[config.mk]
export PLATFORM = sky130hd
export DESIGN_NAME = mailbox_ctrl
export DESIGN_NICKNAME = d
export VERILOG_FILES = /design/src/rtl/mailbox_ctrl.sv
export SDC_FILE = /design/constraint.sdc
export NUM_CORES = 1
export LEC_CHECK = 0
export ABC_AREA = 1
export BUFFER_PORTS_ARGS = -buffer_cell sky130_fd_sc_hd__buf_2
export CORE_UTILIZATION = 53
export DETAILED_ROUTE_END_ITERATION = 10
export PLACE_DENSITY = 0.81
export SLEW_MARGIN = 20
export SYNTH_ARGS = -nofsm -noshare
export SYNTH_HDL_FRONTEND = slang
export SYNTH_SLANG_ARGS = --single-unit
[constraint.sdc]
create_clock -name clk -period 2.2 [get_ports clk]
set_clock_uncertainty 0.05 [all_clocks]
set_input_delay 0 -clock clk [delete_from_list [all_inputs] [get_ports clk]]
set_output_delay 0 -clock clk [all_outputs]
set_load 0.02 [all_outputs]
[src/rtl/mailbox_ctrl.sv]
// -----------------------------------------------------------------------------
// mailbox_ctrl
//   Single-slot mailbox controller. A producer writes one word into the
//   mailbox register and raises an external shared_flag (flag_set pulse).
//   The consumer side sees the flag come back on flag_value, offers the word
//   with a valid/ready handshake, then lowers the flag (flag_clear pulse).
//
// Ports
//   clk          system clock, rising edge
//   nrst         asynchronous active-low reset
//   wr_req       producer send request, held until wr_ack
//   wr_data      producer word, sampled on the accept edge
//   wr_ack       one-cycle pulse: word accepted
//   flag_set     one-cycle pulse to shared_flag set input
//   flag_clear   one-cycle pulse to shared_flag clear input
//   flag_value   registered value returned by shared_flag
//   rd_valid     word offered to consumer
//   rd_data      offered word, stable while rd_valid
//   rd_ready     consumer accepts
//   timeout_err  sticky consumer-stall error
//
// Build option
//   MAILBOX_TIMEOUT_EN : when defined, a word left unaccepted for TIMEOUT_CYC
//   cycles is dropped and timeout_err is raised. When undefined, no counter
//   is built and timeout_err is tied low.
// -----------------------------------------------------------------------------
module mailbox_ctrl #(
    parameter int DATA_W      = 8,
    parameter int TIMEOUT_CYC = 16
) (
    input  logic              clk,
    input  logic              nrst,
    input  logic              wr_req,
    input  logic [DATA_W-1:0] wr_data,
    output logic              wr_ack,
    output logic              flag_set,
    output logic              flag_clear,
    input  logic              flag_value,
    output logic              rd_valid,
    output logic [DATA_W-1:0] rd_data,
    input  logic              rd_ready,
    output logic              timeout_err
);

    localparam logic [0:0] P_IDLE  = 1'b0;
    localparam logic [0:0] P_BUSY  = 1'b1;

    localparam logic [1:0] C_IDLE  = 2'd0;
    localparam logic [1:0] C_OFFER = 2'd1;
    localparam logic [1:0] C_CLEAR = 2'd2;

    logic [0:0]        r_p_state;
    logic [1:0]        r_c_state;
    logic [DATA_W-1:0] r_mailbox;
    logic [DATA_W-1:0] r_rd_data;
    logic              r_wr_ack;
    logic              r_flag_set;
    logic              r_flag_clear;
    logic              r_rd_valid;

    logic              w_accept;
    logic              w_handshake;
    logic              w_expire;

    // Accept only when the previous message is fully retired: flag low and
    // the consumer back in C_IDLE (a consumer still in C_CLEAR blocks it).
    assign w_accept    = (r_p_state == P_IDLE) && wr_req && !flag_value &&
                         (r_c_state == C_IDLE);
    assign w_handshake = (r_c_state == C_OFFER) && r_rd_valid && rd_ready;

`ifdef MAILBOX_TIMEOUT_EN
    localparam int               CNT_W    = $clog2(TIMEOUT_CYC);
    localparam logic [CNT_W-1:0] CNT_LAST = CNT_W'(TIMEOUT_CYC - 1);

    logic [CNT_W-1:0] r_stall_cnt;
    logic             r_timeout_err;

    // rd_ready on the expiry edge takes precedence as a normal handshake.
    assign w_expire = (r_c_state == C_OFFER) && !rd_ready &&
                      (r_stall_cnt == CNT_LAST);

    always_ff @(posedge clk or negedge nrst) begin
        if (!nrst) begin
            r_stall_cnt   <= '0;
            r_timeout_err <= 1'b0;
        end else begin
            if ((r_c_state == C_IDLE) && flag_value) begin
                r_stall_cnt <= '0;
            end else if ((r_c_state == C_OFFER) && !rd_ready && !w_expire) begin
                r_stall_cnt <= r_stall_cnt + 1'b1;
            end
            if (w_expire) begin
                r_timeout_err <= 1'b1;
            end
        end
    end

    assign timeout_err = r_timeout_err;
`else
    logic w_unused_cfg;

    assign w_unused_cfg = (TIMEOUT_CYC >= 2);
    assign w_expire     = 1'b0;
    assign timeout_err  = 1'b0;
`endif

    // Producer side
    always_ff @(posedge clk or negedge nrst) begin
        if (!nrst) begin
            r_p_state  <= P_IDLE;
            r_mailbox  <= '0;
            r_wr_ack   <= 1'b0;
            r_flag_set <= 1'b0;
        end else begin
            r_wr_ack   <= 1'b0;
            r_flag_set <= 1'b0;
            if (r_p_state == P_IDLE) begin
                if (w_accept) begin
                    r_mailbox  <= wr_data;
                    r_wr_ack   <= 1'b1;
                    r_flag_set <= 1'b1;
                    r_p_state  <= P_BUSY;
                end
            end else begin
                // Flag observed high: the message is now owned by the consumer.
                if (flag_value) begin
                    r_p_state <= P_IDLE;
                end
            end
        end
    end

    // Consumer side
    always_ff @(posedge clk or negedge nrst) begin
        if (!nrst) begin
            r_c_state    <= C_IDLE;
            r_rd_data    <= '0;
            r_rd_valid   <= 1'b0;
            r_flag_clear <= 1'b0;
        end else begin
            r_flag_clear <= 1'b0;
            case (r_c_state)
                C_IDLE: begin
                    if (flag_value) begin
                        r_rd_data  <= r_mailbox;
                        r_rd_valid <= 1'b1;
                        r_c_state  <= C_OFFER;
                    end
                end
                C_OFFER: begin
                    if (w_handshake || w_expire) begin
                        r_rd_valid   <= 1'b0;
                        r_flag_clear <= 1'b1;
                        r_c_state    <= C_CLEAR;
                    end
                end
                C_CLEAR: begin
                    // Wait for the flag to drop so the same message is not
                    // consumed twice.
                    if (!flag_value) begin
                        r_c_state <= C_IDLE;
                    end
                end
                default: begin
                    r_c_state <= C_IDLE;
                end
            endcase
        end
    end

    assign wr_ack     = r_wr_ack;
    assign flag_set   = r_flag_set;
    assign flag_clear = r_flag_clear;
    assign rd_valid   = r_rd_valid;
    assign rd_data    = r_rd_data;

endmodule
==> metrics.csv, run 1 <==
stage,metric,value,unit
sta,fin crit share,62.03,%
power,Seq pwr share,47.6,%
sta,endpoints failing setup,0,
synth,Post-Syn Area,902.1,sq um
cts,Num CTS Buffers,3,
place,HPWL Detailed,1117,um
power,VDD IR max,0.8789,mV
floorplan,initial core utilization,58.52,%
floorplan,die area,1871,sq um
detailed_routing,drc violations,0,
sta,maximum clock frequency,0.7327,GHz
cts,root buf cell,clkbuf_4,
critical_path,CP Data Required Time,2.36,ns
critical_path,critical path's most frequent cell,nand2_1,
synth,register area share after synthesis,61.03,%
power,Clock power frac,15.3,%
status,status,"finished, final reports clean",
detailed_routing,routed wl met3,83,um
finish,Layout Utilization,75.08,%
cts,CTS tree,done,
synth,Post-Syn Nets,107,
critical_path,buffer and inverter count on the worst path,0,
detailed_routing,drt pass-1 iters,4,
critical_path,worst-path fanout max,18,
detailed_routing,met1 WL,775,um
critical_path,"Slowest-stage cell, CP",dfrtp_1,
critical_path,Critical Path Source Type,register,
critical_path,worst-path cell chain,nor2_4 > nand3_2 > nand2_1 > nand2_1,
synth,synthesized flop and latch total,22,
detailed_routing,wire length per cell,11.87,um
place,PortBufs,24,
place,Placed Cells,130,
place,gpl congestion,0.7846,
critical_path,"CP delay by family, top",simple AND/OR/NAND/NOR gates,
finish,layout cells sized above 1,25.58,%
cts,CTS sink cnt,22,
critical_path,WS Path Type,register to register,
sta,Slew Limit Fails,0,
power,P_leak,0.6692,nW
finish,P&R area growth vs syn,28.29,%
global_route,largest net degree at the start of global routing,23,
global_route,GRT Util Overall,21.68,%
power,Cell Int Power,0.0008518,W
critical_path,CP peak stage delay,0.43,ns
floorplan,core area,1541,sq um
power,combinational power share,37.1,%
detailed_routing,total number of vias,744,
detailed_routing,met2 wire len,815,um
critical_path,"Arr. time, crit path",1.52,ns
hold_path,Hold Path Class,primary input to register,
global_route,GRT Residual Overflow,0,
detailed_routing,highest metal used,met4,
critical_path,nature of the critical path endpoint,register,
sta,"Hold Vio Cnt, Final",0,
detailed_routing,DRT antenna net count,0,
synth,Synth top area share,61.03,%
job,max cap viols,0,
cts,Clock transition at path regs,0.11,ns
cts,cts repair resizes,0,
global_route,initial antenna violation count,0,
detailed_routing,final wirelength,1721,um
floorplan,Die Width,43.26,um
synth,Synth warnings,0,
sta,RSZ-0062 raised after global routing,no,
floorplan,# IOs,26,
sta,final setup TNS,0,ns
synth,Syn Area/Cell,9.597,sq um
cts,Worst-Skew Late Latency,0.30,ns
cts,H-tree depth,1,
floorplan,row count,14,
finish,fin cells,145,
sta,Period minus WS final,1.365,ns
finish,diode count,0,
synth,synthesized instance count,94,
detailed_routing,vias per cell,5.131,
global_route,first-pass GRT wire length,2870,um
global_route,vias in the first global route,672,
finish,"Net count, final",143,
synth,synth top area cells,"dfrtp_1 61%, nand2_1 16%, nand3_1 5.5%",
floorplan,Die H,43.26,um
power,PwrDens,1229,nW/um^2
power,switching share of power,40.12,%
power,switching pwr,0.0005707,W
cts,clock buffer depth,2,
detailed_routing,Iteration-0 DRC Markers,13,
synth,count of cell types in the netlist,15,
synth,cell taking the most area after synthesis,dfrtp_1,
metal layers:
layer  vias up  global-route usage, %
li1        370                      -
met1       343                  28.09
met2        27                  32.84
met3         4                  3.830
met4         0                  14.55
met5         -                      0
Yosys cell counts:
master and number:
nand2_1 39, dfrtp_1 22, nand3_1 10, nand4_1 8, inv_1 4, buf_4 2, buf_2 1, buf_6 1
conb_1 1, inv_2 1, nand2_2 1, nand3_2 1, nor2_1 1, nor2_4 1, nor2_8 1
power by group through the flow:
stage          Combinational [W]  Clock, W  Sequential [W]
2_1_floorplan           0.000303         0        0.000763
3_3_place_gp            0.000503         0        0.000680
3_5_place_dp            0.000514         0        0.000684
4_1_cts                 0.000531  0.000223        0.000676
5_1_grt                 0.000596  0.000237        0.000697
6_report                0.000528  0.000217        0.000677
state kept, by name (all words and copies together), names as in the netlist:
name,flops
flag_set,1
rd_valid,1
flag_clear,1
rd_data,8
r_p_state,1
r_mailbox,8
r_c_state,2
tightest hold or removal path: stages:
cell	delay (ns)
buf_2	0.10
inv_1	0.14
nor2_8	0.06
nand4_1	0.07
nand2_1	0.05
timing repair:
| action | in CTS | in global routing |
|---|---|---|
| hold buffers | 11 | 0 |
| buffers inserted | 0 | 0 |
| hold endpoints to repair | 38 | 0 |
path summary, 6_finish.rpt:
path	cells past startpoint	start	slack, ns	to
min in group asynchronous	2	nrst	0.11	rd_data[7]
worst min register to register	2	rd_data[5]	0.42	rd_data[5]
worst min-delay path	5	wr_req	0.08	r_mailbox[7]
worst max-delay path	4	r_c_state[1]	0.84	r_mailbox[7]
worst max register to register	4	r_c_state[1]	0.84	r_mailbox[7]
max in group asynchronous	2	nrst	1.67	rd_data[5]
through the flow:
step                total power, W  worst slack, ns  hold slack, ns  instance area, sq um
floorplan                 0.001066            1.122         -0.3456                 902.1
global placement          0.001183           0.8969        -0.07627                  1011
detailed placement        0.001198           0.8729        -0.06823                  1011
CTS                       0.001429           0.8459         0.07510                  1157
global route              0.001530           0.7366         0.09031                  1157
finish                    0.001423           0.8352         0.08447                  1157
final cells by class:
class,instances,area (sq um)
Timing Repair Buffer,35,230.2
Clock buffer,4,36.28
Inverter,5,18.77
Tap cell,16,20.02
Fill cell,125,384.1
Sequential cell,22,550.5
Multi-Input combinational cell,63,301.5
logic make-up (layout without fill, tap and decap cells):
group                  after synthesis  count (layout)  synth area share [%]
AND/OR/NAND/NOR                     62              62                 33.01
flip-flops                          22              22                 61.03
buffers and inverters                9              44                 5.546
other                                1               1                0.4157
cell usage in the layout (no fill, tap or decap):
cell / Yosys / routed
nor2_4: 1 / 1
dlygate4sd3_1: 0 / 11
dfrtp_1: 22 / 22
inv_1: 4 / 4
nand3_1: 10 / 10
nor2_1: 1 / 1
nand2_2: 1 / 1
nor2_8: 1 / 1
nand3_2: 1 / 1
nand2_1: 39 / 39
clkbuf_4: 0 / 3
clkbuf_8: 0 / 1
nand4_1: 8 / 8
buf_2: 1 / 24
inv_2: 1 / 1
conb_1: 1 / 1
(Power assumes the default switching activity.)
==> run 2: changes to the inputs <==
CORE_UTILIZATION = 44   (was 53)
PLACE_DENSITY = 0.72   (was 0.81)
clock period = 1.1 ns   (was 2.2 ns; I/O delays follow)
==> run 2 against run 1 <==
Effect of this change: the flow now finishes with violations (negative setup slack); combinational power rose to 2.8 times the previous value; core utilization fell by 7.7 points; critical path depth rose by 1; first-iteration DRC count fell by 23%; die area rose by 19%; final area rose by 13%; clock power rose by 100%; critical path type unchanged.
==> metrics.csv, run 2 (synthesized netlist as in run 1, its figures left out) <==
stage,metric,value,unit
sta,RSZ-0062 raised after global routing,yes,
cts,root buf cell,clkbuf_4,
critical_path,WS Path Type,register to register,
sta,Slew Limit Fails,0,
floorplan,# IOs,26,
global_route,largest net degree at the start of global routing,23,
critical_path,worst-path fanout max,10,
status,status,finished with violations,
cts,Num CTS Buffers,3,
floorplan,die area,2235,sq um
place,PortBufs,24,
power,VDD IR max,1.597,mV
critical_path,Critical Path Source Type,register,
critical_path,CP Data Required Time,1.26,ns
floorplan,initial core utilization,46.46,%
global_route,GRT Residual Overflow,0,
detailed_routing,DRT antenna net count,0,
hold_path,hold path start,flag_value,
cts,Clock transition at path regs,0.12,ns
finish,number of fill cells,167,
power,P_leak,0.7320,nW
sta,maximum clock frequency,0.8787,GHz
finish,"Net count, final",153,
sta,Hold Slack,0.001650,ns
global_route,first-pass GRT wire length,2753,um
critical_path,R2R depth,5,
place,gpl congestion,0.8008,
finish,most frequent cells in the layout,"33 x nand2_1, 24 x buf_2, 22 x dfrtp_1",
finish,P&R area growth vs syn,45.08,%
hold_path,Hold Path Class,primary input to register,
place,Post-DP Area,1047,sq um
job,max cap viols,0,
global_route,initial antenna violation count,0,
detailed_routing,Iteration-0 DRC Markers,10,
critical_path,Crit Reg-Reg Startpoint,r_c_state[1],
status,violated checks,negative setup slack,
finish,"commonest non-fill, non-tap cell in the layout",nand2_1,
finish,layout cells sized above 1,37.41,%
sta,endpoints failing setup,17,
detailed_routing,drc violations,0,
detailed_routing,wire length per cell,11.96,um
floorplan,Die H,47.28,um
critical_path,RR Endpoint,rd_data[0],
critical_path,"Arr. time, crit path",1.30,ns
power,Pwr Total,0.003281,W
cts,CTS sink cnt,22,
cts,H-tree depth,1,
sta,"Hold Vio Cnt, Final",0,
finish,diode count,0,
sta,fin crit share,103.5,%
cts,CTS tree,done,
floorplan,core area,1942,sq um
power,PwrDens,2507,nW/um^2
critical_path,internal reg-to-reg setup slack,-0.04,ns
global_route,GRT Util Overall,18.30,%
floorplan,Die Width,47.28,um
finish,Final Instance Area,1309,sq um
detailed_routing,vias per cell,4.807,
cts,clock buffer depth,2,
floorplan,row count,16,
place,HPWL Detailed,1168,um
sta,setup slack after layout,-0.03808,ns
cts,Worst-Skew Late Latency,0.31,ns
detailed_routing,final wirelength,1985,um
hold_path,WHS Endpoint,rd_data[3],
detailed_routing,drt pass-1 iters,4,
detailed_routing,total number of vias,798,
sta,Period minus WS final,1.138,ns
hold_path,Hold Path Stages,3,
critical_path,nature of the critical path endpoint,register,
global_route,vias in the first global route,634,
## run 2: final cells by class
| type | count | area [sq um] | share of cell area [%] |
|---|---|---|---|
| Inverter | 5 | 18.77 | 1.434 |
| Sequential cell | 22 | 550.5 | 42.06 |
| Tap cell | 27 | 33.78 | 2.581 |
| Timing Repair Buffer | 45 | 327.8 | 25.05 |
| Clock buffer | 4 | 36.28 | 2.772 |
| Multi-Input combinational cell | 63 | 341.6 | 26.10 |
## run 2: per-stage QoR
stage	util (%)	setup TNS (ns)	worst slack (ns)	cells
4_1_cts	62.11	-0.02787	-0.007825	159
3_5_place_dp	53.93	-0.1704	-0.03196	144
5_1_grt	67.40	-1.462	-0.1058	166
6_report	67.40	-0.4268	-0.03808	166
2_1_floorplan	-	0	0.02229	94
3_3_place_gp	53.93	0	0.03151	144
## run 2: worst max-delay path by stage
stage | slack (ns) | endpoint | depth (start not counted) | from
after floorplan | 0.02 | r_mailbox[0] | 4 | r_c_state[1]
after detailed placement | -0.03 | r_mailbox[7] | 4 | r_c_state[1]
after global placement | 0.03 | r_mailbox[0] | 4 | r_c_state[1]
final | -0.04 | rd_data[0] | 5 | r_c_state[1]
after CTS | -0.008 | r_mailbox[2] | 4 | r_c_state[0]
after global routing | -0.11 | rd_data[5] | 5 | r_c_state[1]
## run 2: power by group
| group | total (W) | internal [W] | switching [W] |
|---|---|---|---|
| Clock | 0.000443 | 0.000202 | 0.000241 |
| Combinational | 0.00147 | 0.000634 | 0.000837 |
| Sequential | 0.00137 | 0.00114 | 0.000226 |
| Total | 0.00328 | 0.00198 | 0.00130 |
## run 2: layer usage
metal	vias up	share of wire (%)	GRT usage [%]	routed length (um)
met2	30	50	29.59	986
met1	374	44	23.65	873
met3	2	5.2	3.462	103
met5	-	0	0	0
met4	0	1.1	8.571	21
li1	392	-	-	-
## run 2: repair_timing
action / 4_1_cts / 5_1_grt
hold buffers: 11 / 0
pin swaps: 1 / 13
endpoints found under the setup margin: 8 / 16
resized for setup: 2 / 18
buffers inserted: 0 / 7
hold endpoints to repair: 34 / 0
## run 2: critical path, cell delays in order, from the launching register on
cell and delay [ns]:
dfrtp_1 0.43, nor2_4 0.19, buf_4 0.15, nand2_4 0.09
nand2_1 0.08, nand2_1 0.05
==> run 3: changes to the inputs <==
CELL_PAD_IN_SITES_DETAIL_PLACEMENT = 1   (was unset)
CELL_PAD_IN_SITES_GLOBAL_PLACEMENT = 1   (was unset)
CORE_UTILIZATION = 33   (was 44)
GPL_TIMING_DRIVEN = 0   (was unset)
PLACE_DENSITY = unset   (was 0.72)
PLACE_DENSITY_LB_ADDON = 0.1   (was unset)
==> run 3 against run 2 <==
Effect of this change: the flow still finishes with violations (negative setup slack); wire length grew 10%; final cell count unchanged; die area grew 32%; highest routed layer unchanged.
==> metrics.csv, run 3 (synthesized netlist as in run 1, its figures left out) <==
stage,metric,value,unit
status,status,finished with violations,
status,violated checks,negative setup slack,
detailed_routing,met2 wire len,1090,um
floorplan,initial core utilization,35.76,%
job,max cap viols,0,
critical_path,critical path's most frequent cell,nand2_1,
finish,fin cells,166,
finish,number of fill cells,313,
detailed_routing,routed wl met3,58,um
detailed_routing,total number of vias,780,
cts,Worst-Skew Late Latency,0.31,ns
critical_path,Critical Path Source Type,register,
critical_path,WS Path Type,register to register,
critical_path,"Arr. time, crit path",1.30,ns
cts,Num CTS Buffers,3,
cts,CTS tree,done,
floorplan,row count,18,
global_route,first-pass GRT wire length,3622,um
place,HPWL Detailed,1340,um
power,combinational power share,41.9,%
finish,"commonest non-fill, non-tap cell in the layout",nand2_1,
detailed_routing,final wirelength,2185,um
cts,Clock transition at path regs,0.13,ns
power,switching pwr,0.001263,W
floorplan,# IOs,26,
power,Seq pwr share,43.5,%
detailed_routing,wire length per cell,13.16,um
finish,most frequent cells in the layout,"39 x nand2_1, 25 x buf_2, 21 x dfrtp_1",
sta,Hold Slack,0.08342,ns
power,Cell Int Power,0.001836,W
place,Post-DP Area,1060,sq um
sta,"Hold Vio Cnt, Final",0,
detailed_routing,DRT antenna net count,0,
power,P_leak,0.7062,nW
place,PortBufs,24,
cts,clock buffer depth,2,
detailed_routing,Iteration-0 DRC Markers,2,
cts,CTS sink cnt,22,
critical_path,CP Data Required Time,1.27,ns
finish,"Net count, final",150,
finish,diode count,0,
global_route,largest net degree at the start of global routing,23,
global_route,GRT Util Overall,17.69,%
power,switching share of power,40.76,%
cts,root buf cell,clkbuf_4,
sta,endpoints failing setup,14,
critical_path,"Slowest-stage cell, CP",dfrtp_1,
finish,P&R area growth vs syn,38.56,%
critical_path,nature of the critical path endpoint,register,
cts,H-tree depth,1,
sta,Slew Limit Fails,0,
detailed_routing,drt pass-1 iters,4,
sta,RSZ-0062 raised after global routing,yes,
critical_path,worst-path cell chain,nor2_4 > nand3_2 > nand2_1 > nand2_1,
finish,layout cells sized above 1,30.88,%
global_route,GRT Residual Overflow,0,
detailed_routing,drc violations,0,
hold_path,Hold Path Stages,5,
place,gpl congestion,0.6586,
power,Clock power frac,14.6,%
sta,maximum clock frequency,0.8844,GHz
floorplan,Die H,54.29,um
global_route,vias in the first global route,749,
floorplan,core area,2522,sq um
hold_path,Hold Path Class,primary input to register,
place,Placed Cells,148,
floorplan,die area,2947,sq um
sta,fin crit share,102.8,%
global_route,initial antenna violation count,0,
critical_path,R2R depth,4,
sta,setup slack after layout,-0.03077,ns
power,PwrDens,2480,nW/um^2
sta,worst rel slew slack,66.53,%
power,VDD IR max,1.104,mV
critical_path,worst-path fanout max,6,
detailed_routing,highest metal used,met4,
sta,Least-Margin Pin Slew,0.5021,ns
critical_path,CP peak stage delay,0.45,ns
place,DP Worst Slack,-0.1768,ns
floorplan,Die Width,54.29,um
detailed_routing,met1 WL,1010,um
detailed_routing,vias per cell,4.699,
finish,Final Instance Area,1250,sq um
sta,Period minus WS final,1.131,ns
==> run 3: final timing paths <==
| path | start | to | slack (ns) |
|---|---|---|---|
| worst max-delay path | r_c_state[1] | r_mailbox[3] | -0.03 |
| min in group asynchronous | nrst | rd_data[6] | 0.13 |
| worst max register to register | r_c_state[1] | r_mailbox[3] | -0.03 |
| worst min register to register | r_mailbox[6] | r_mailbox[6] | 0.43 |
| worst min-delay path | wr_req | r_mailbox[4] | 0.08 |
| max in group asynchronous | nrst | r_p_state | 0.51 |
==> run 3: routing by layer <==
layer  global-route usage [%]  up-vias
met5                        0        -
met4                    7.692        0
met3                    2.500        2
met2                    27.44       16
met1                    24.43      371
li1                         -      391
==> run 3: layout make-up <==
| type | count | area (sq um) | share of cell area [%] |
|---|---|---|---|
| sequential | 22 | 551.8 | 44.14 |
| multi-input combinational | 64 | 329.1 | 26.33 |
| timing repair buffer | 37 | 245.2 | 19.62 |
| tap | 30 | 37.54 | 3.003 |
| clock buffer | 4 | 36.28 | 2.903 |
| buffer | 4 | 31.28 | 2.503 |
| inverter | 5 | 18.77 | 1.502 |
==> run 3: power groups by stage <==
| stage | Sequential [W] | Combinational (W) | Clock, W |
|---|---|---|---|
| 2_1_floorplan | 0.00153 | 0.000605 | 0 |
| 3_3_place_gp | 0.00134 | 0.00113 | 0 |
| 3_5_place_dp | 0.00136 | 0.00115 | 0 |
| 4_1_cts | 0.00135 | 0.00128 | 0.000463 |
| 5_1_grt | 0.00139 | 0.00146 | 0.000503 |
| 6_report | 0.00135 | 0.00130 | 0.000452 |
==> run 3: timing repair <==
item                                   4_1_cts  5_1_grt
resized for setup                            3        1
hold buffers                                11        0
endpoints found under the hold margin       33        0
setup buffers                                2        0
gates cloned                                 0        1
pin swaps                                    1        0
setup endpoints to repair                   20       19
==> run 3: stage by stage <==
step	power, W	setup TNS [ns]	util (%)
2_1_floorplan	0.002131	0	-
3_3_place_gp	0.002467	-2.310	42.01
3_5_place_dp	0.002518	-2.609	42.01
4_1_cts	0.003093	-0.05183	48.96
5_1_grt	0.003353	-1.639	49.55
6_report	0.003100	-0.1849	49.55
==> run 3: worst max-delay path, delay by kind of cell (launching register included) <==
kind	cells	cell delay (ns)
flops	1	0.45
simple gates	4	0.55
